==> src/rtl/vert_frame_ctrl_if.sv <==
// Request/grant/data-valid port between the angle scheduler and the shared cosine ROM arbiter.
// rom_angle is held stable while rom_req is high; rom_cos is qualified by rom_valid.
interface vert_frame_ctrl_if;
  logic              rom_req;
  logic [8:0]        rom_angle;
  logic              rom_gnt;
  logic              rom_valid;
  logic signed [10:0] rom_cos;

  modport master (
    output rom_req,
    output rom_angle,
    input  rom_gnt,
    input  rom_valid,
    input  rom_cos
  );

  modport slave (
    input  rom_req,
    input  rom_angle,
    output rom_gnt,
    output rom_valid,
    output rom_cos
  );
endinterface

==> src/rtl/vert_frame_ctrl.sv <==
// Per-frame angle advance + cosine fetch; commit 1 cycle after rom_valid, min 3 cycles after frame_start.
// Waits indefinitely on grant, re-requests after ROM_TIMEOUT silent cycles; frame_start while busy is dropped and counted.
module vert_frame_ctrl #(
  parameter int ANGLE_MAX   = 360,
  parameter int STEP_W      = 4,
  parameter int ROM_TIMEOUT = 15
) (
  input  logic                clk_pix,
  input  logic                resetn,
  input  logic                frame_start,
  input  logic                pause,
  input  logic [STEP_W-1:0]   step,
  vert_frame_ctrl_if.master   rom,
  output logic [8:0]          angle,
  output logic signed [10:0]  cos,
  output logic                cos_valid,
  output logic                updated,
  output logic                busy,
  output logic [7:0]          overrun_cnt
);

  localparam int TW = $clog2(ROM_TIMEOUT + 1);

  localparam logic [1:0] S_IDLE = 2'd0;
  localparam logic [1:0] S_REQ  = 2'd1;
  localparam logic [1:0] S_WAIT = 2'd2;

  logic [1:0]    state;
  logic [TW-1:0] tcnt;
  logic [9:0]    inc;
  logic [9:0]    sum;
  logic [8:0]    next_angle;

  assign inc        = pause ? 10'd0 : 10'(step);
  assign sum        = {1'b0, angle} + inc;
  assign next_angle = (sum >= 10'(ANGLE_MAX)) ? 9'(sum - 10'(ANGLE_MAX)) : 9'(sum);

  assign busy = (state != S_IDLE);

  always_ff @(posedge clk_pix or negedge resetn) begin
    if (!resetn) begin
      state         <= S_IDLE;
      tcnt          <= '0;
      angle         <= '0;
      cos           <= '0;
      cos_valid     <= 1'b0;
      updated       <= 1'b0;
      rom.rom_req   <= 1'b0;
      rom.rom_angle <= '0;
      overrun_cnt   <= '0;
    end else begin
      updated <= 1'b0;

      // Dropped frames are only counted; the in-flight fetch is left alone.
      if (frame_start && busy && (overrun_cnt != 8'hFF))
        overrun_cnt <= overrun_cnt + 8'd1;

      case (state)
        S_IDLE: begin
          if (frame_start) begin
            rom.rom_angle <= next_angle;
            rom.rom_req   <= 1'b1;
            state         <= S_REQ;
          end
        end
        S_REQ: begin
          if (rom.rom_gnt) begin
            rom.rom_req <= 1'b0;
            tcnt        <= '0;
            state       <= S_WAIT;
          end
        end
        S_WAIT: begin
          if (rom.rom_valid) begin
            angle     <= rom.rom_angle;
            cos       <= rom.rom_cos;
            cos_valid <= 1'b1;
            updated   <= 1'b1;
            state     <= S_IDLE;
          end else if (tcnt == TW'(ROM_TIMEOUT - 1)) begin
            // ROM_TIMEOUT silent cycles elapsed: retry with the same angle.
            rom.rom_req <= 1'b1;
            tcnt        <= '0;
            state       <= S_REQ;
          end else begin
            tcnt <= tcnt + TW'(1);
          end
        end
        default: begin
          rom.rom_req <= 1'b0;
          state       <= S_IDLE;
        end
      endcase
    end
  end

endmodule

==> src/flat_wrapper.sv <==
// flat-port wrapper written by rule: the top's interface ports become plain ports
module vert_frame_ctrl_flat 
#(
  parameter int ANGLE_MAX   = 360,
  parameter int STEP_W      = 4,
  parameter int ROM_TIMEOUT = 15
)
  (clk_pix, resetn, frame_start, pause, step, angle, cos, cos_valid, updated, busy, overrun_cnt, rom_rom_req, rom_rom_angle, rom_rom_gnt, rom_rom_valid, rom_rom_cos);
  vert_frame_ctrl_if rom_i ();
  input  logic clk_pix;
  input  logic resetn;
  input  logic frame_start;
  input  logic pause;
  input  logic [STEP_W-1:0] step;
  output logic [8:0] angle;
  output logic signed [10:0] cos;
  output logic cos_valid;
  output logic updated;
  output logic busy;
  output logic [7:0] overrun_cnt;
  output wire logic [$bits(rom_i.rom_req)-1:0] rom_rom_req;
  output wire logic [$bits(rom_i.rom_angle)-1:0] rom_rom_angle;
  input wire logic [$bits(rom_i.rom_gnt)-1:0] rom_rom_gnt;
  input wire logic [$bits(rom_i.rom_valid)-1:0] rom_rom_valid;
  input wire logic [$bits(rom_i.rom_cos)-1:0] rom_rom_cos;
  assign rom_rom_req = rom_i.rom_req;
  assign rom_rom_angle = rom_i.rom_angle;
  assign rom_i.rom_gnt = rom_rom_gnt;
  assign rom_i.rom_valid = rom_rom_valid;
  assign rom_i.rom_cos = rom_rom_cos;
  vert_frame_ctrl #(.ANGLE_MAX(ANGLE_MAX), .STEP_W(STEP_W), .ROM_TIMEOUT(ROM_TIMEOUT)) u_core (.clk_pix(clk_pix), .resetn(resetn), .frame_start(frame_start), .pause(pause), .step(step), .rom(rom_i), .angle(angle), .cos(cos), .cos_valid(cos_valid), .updated(updated), .busy(busy), .overrun_cnt(overrun_cnt));
endmodule
==> config.mk <==
export PLATFORM = sky130hd
export DESIGN_NAME = vert_frame_ctrl_flat
export DESIGN_NICKNAME = d
export VERILOG_FILES = /design/src/rtl/vert_frame_ctrl_if.sv /design/src/rtl/vert_frame_ctrl.sv /design/src/flat_wrapper.sv
export SDC_FILE = /design/constraint.sdc
export NUM_CORES = 1
export LEC_CHECK = 0
export CORE_MARGIN = 1.5
export CORE_UTILIZATION = 44
export CTS_CLUSTER_DIAMETER = 150
export CTS_CLUSTER_SIZE = 12
export DETAILED_ROUTE_END_ITERATION = 8
export MAX_ROUTING_LAYER = met4
export PLACE_DENSITY = 0.76
export SYNTH_ARGS = -nofsm -noshare
export SYNTH_HDL_FRONTEND = slang
export SYNTH_SLANG_ARGS = --single-unit
==> constraint.sdc <==
create_clock -name clk_pix -period 2.6 [get_ports clk_pix]
set_input_delay 0.78 -clock clk_pix [delete_from_list [all_inputs] [get_ports clk_pix]]
set_output_delay 0.78 -clock clk_pix [all_outputs]
set_load 0.03 [all_outputs]
==> flow_metrics.tcl <==
set metrics [dict create \
    die_x_um 78.1 \
    clk_latency_ps 300 \
    htree_levels 2 \
    yosysTopAreaCell "dfrtp_1" \
    crit_arrival_ps 2960 \
    nets 392 \
    cellPowerDensity_mw_per_mm2 1080 \
    synth_fp_nets 301 \
    cp.required_ps 2790 \
    ant_nets 0 \
    grt_pass1_vias 2215 \
    initial_core_util_pct 45.3 \
    clock_skew_ps 5.66 \
    pre_cts_ws_ps -861 \
    cts.sinks 46 \
    via_per_inst 5.22 \
    setup_viol 6 \
    fin_setup_tns_ps -626 \
    max_slew_margin_pct 60.8 \
    grt_pass1_wl_mm 10.6 \
    status "finished, violations left" \
    final_util_pct 67.0 \
    path_common_cell "buf_6" \
    io_pins 62 \
    grt_remaining_overflow 0 \
    crit_path_max_incr_delay_ps 370 \
    tightest_slew_ps 588 \
    initialDrtViolationCount 172 \
    yosysMostFrequentCell "nand2_1" \
    wl_per_cell_um 14.7 \
    clkTransAtPathRegs_ps 80 \
    fp.dieH_um 78.1 \
    netlist.area_leader.share_pct 46.4 \
    critPathSlowestCell "fa_2" \
    finalInstanceArea_mm2 0.00366 \
    synth_cell_types 53 \
    power.leakage_nw 1.66 \
    grt_max_degree 25 \
    gp_congestion 0.929 \
    ir_drop_mv 0.617 \
    antenna_found_initial 0 \
    cts_max_path_buffers 2 \
    violations "setup timing" \
    path_cells "buf_6, nor2b_4, ha_4, fa_2, a211oi_4, buf_4, buf_6, o31ai_1, a21oi_2, and2_4, o311ai_4, a311o_1" \
    fin_crit_ps 2780 \
    avgSynthCellArea_um2 9.16 \
    async_flop_share_pct 100 \
    crit_family "compound AO/OA/AOI/OAI gates" \
    cts_tree "yes" \
    power_mw 3.96 \
    synth_area_leaders "dfrtp_1 46%, nand2_1 12%, ha_1 4.0%, xnor2_1 2.5%, o21ai_0 2.4%" \
    die_area_mm2 0.00610 \
    area.growth.synth_to_final_pct 47.7 \
    synth_flop_cell "dfrtp_1" \
    ctsRootBufferMaster "clkbuf_8" \
    cts_made_buffers 5 \
    fin_crit_sh_pct 107 \
    synth_warnings 0 \
    synth.yosys.seq_area_share_pct 46.4 \
    place_area_mm2 0.00333 \
    drc_errors 0 \
    worst-path-buf-inv 3 \
    maxCapViolCount 0 \
    setup_slack_ps -177 \
    drv_slew 0 \
    synth_area_mm2 0.00248 \
    core_area_mm2 0.00547 \
    antenna_cells 0 \
    fill_cells 447 \
    synth-seq-cells 46 \
    critPathMaxFanout 4 \
    netlist_instances 271 \
    synth-edff-count 0 \
    hold_class "in2async" \
    portBuffers 61 \
    routed_wl_mm 6.39 \
    path_class "in2reg" \
    dp_hpwl_mm 4.23 \
    grtUsageTotal_pct 22.5 \
    firstDrtPassIters 4 \
    row_count 27 \
    cp-start-kind "input pin" \
    drive_gt1_share_pct 22.7 \
    fmax_ghz 0.360 \
    rsz0062_at_grt "yes" \
    hold_viol 0 \
    synth_common_cells "78 x nand2_1, 46 x dfrtp_1, 13 x nor2_1" \
    crit_path_end_kind "flop" \
    vias 2265 \
]
[sequential cells by signal, summed over array words and instances (netlist names)]
signal / count
u_core.rom.rom_angle: 9
u_core.angle: 9
u_core.tcnt: 4
u_core.updated: 1
u_core.state: 2
u_core.cos: 11
u_core.rom.rom_req: 1
u_core.cos_valid: 1
u_core.overrun_cnt: 8
[metrics by stage]
step                      hold slack (ps)  instances
after floorplan                       446        271
after global placement                451        418
after detailed placement              454        418
after CTS                             478        430
after global routing                  488        434
final                                 476        434
[worst reg2reg max path: stages, from the launching register on]
cell and delay, ps:
dfrtp_1 430, ha_4 190, fa_2 370, a211oi_4 300, buf_4 160, buf_6 110
o31ai_1 130, a21oi_2 190, and2_4 190, o311ai_4 100, a311o_1 280
[layer usage]
metal | vias up | wire [µm] | track usage [%]
li1 | 1107 | - | -
met1 | 1078 | 2890 | 29.6
met2 | 66 | 3070 | 34.7
met3 | 14 | 298 | 4.30
met4 | 0 | 134 | 8.21
met5 | - | 0 | -
[power breakdown]
group          switching (mW)  internal [mW]  leakage, nW  total (mW)
Sequential              0.275          0.976        0.587        1.25
Clock                   0.236          0.185       0.0373       0.421
Combinational            1.27           1.02         1.04        2.29
Total                    1.78           2.18         1.66        3.96
[layout make-up]
| cell class | instances | area [µm²] | share of cell area [%] |
|---|---|---|---|
| multi-input cells | 208 | 1460 | 39.7 |
| flip-flops and latches | 46 | 1150 | 31.4 |
| repair buffers | 91 | 851 | 23.2 |
| well taps | 72 | 90.1 | 2.46 |
| clock buffers | 6 | 72.6 | 1.98 |
| inverters | 10 | 37.5 | 1.02 |
| clock inverters | 1 | 7.51 | 0.205 |
[worst paths after layout]
| check | startpoint | endpoint | slack [ps] | depth (start not counted) |
|---|---|---|---|---|
| max | step[0] | u_core.rom.rom_angle[7]$_DFFE_PN0P_ | -180 | 12 |
| min | resetn | u_core.angle[2]$_DFFE_PN0P_ | 480 | 1 |
| max reg2reg | u_core.angle[0]$_DFFE_PN0P_ | u_core.rom.rom_angle[7]$_DFFE_PN0P_ | 60 | 10 |
| min reg2reg | u_core.cos_valid$_DFFE_PN0P_ | u_core.cos_valid$_DFFE_PN0P_ | 480 | 1 |
| max in group asynchronous | resetn | u_core.angle[0]$_DFFE_PN0P_ | 1590 | 2 |
| min in group clk_pix | u_core.cos_valid$_DFFE_PN0P_ | u_core.cos_valid$_DFFE_PN0P_ | 480 | 1 |
[placed cells by master, fill, tap and decap left out, drive strengths merged, types with 2 or more instances in the layout]
| cell | count |
|---|---|
| nand2 | 78 |
| clkdlybuf4s50 | 55 |
| dfrtp | 46 |
| buf | 33 |
| a21oi | 15 |
| o21ai | 14 |
| nor2 | 13 |
| inv | 10 |
| nand3 | 9 |
| ha | 8 |
| xnor2 | 7 |
| and3 | 6 |
| nand4 | 6 |
| clkbuf | 6 |
| nor2b | 5 |
| xor2 | 4 |
| o31ai | 4 |
| a21o | 3 |
| or2 | 3 |
| nor3 | 3 |
| nand2b | 2 |
| a31oi | 2 |
| dlygate4sd2 | 2 |
| or4 | 2 |
| and2 | 2 |
[kinds of logic after synthesis]
group                      count (synthesis)  synth area share (%)
adders and majority gates                  9                  4.84
AOI/OAI and AO/OA                         51                  14.9
and+or+nand+nor                          135                  26.1
buffers and inverters                     18                  3.48
DFF                                       46                  46.4
muxes                                      1                 0.454
xor gates and xnor gates                  11                  3.88
[what timing repair did]
action,CTS,global route
buffers inserted,6,3
hold endpoints to repair,0,0
gates resized for setup,39,10
gates cloned,0,1
endpoints found under the setup margin,6,6
hold buffers,0,0
pin swaps,25,13
(Power assumes the default switching activity.)
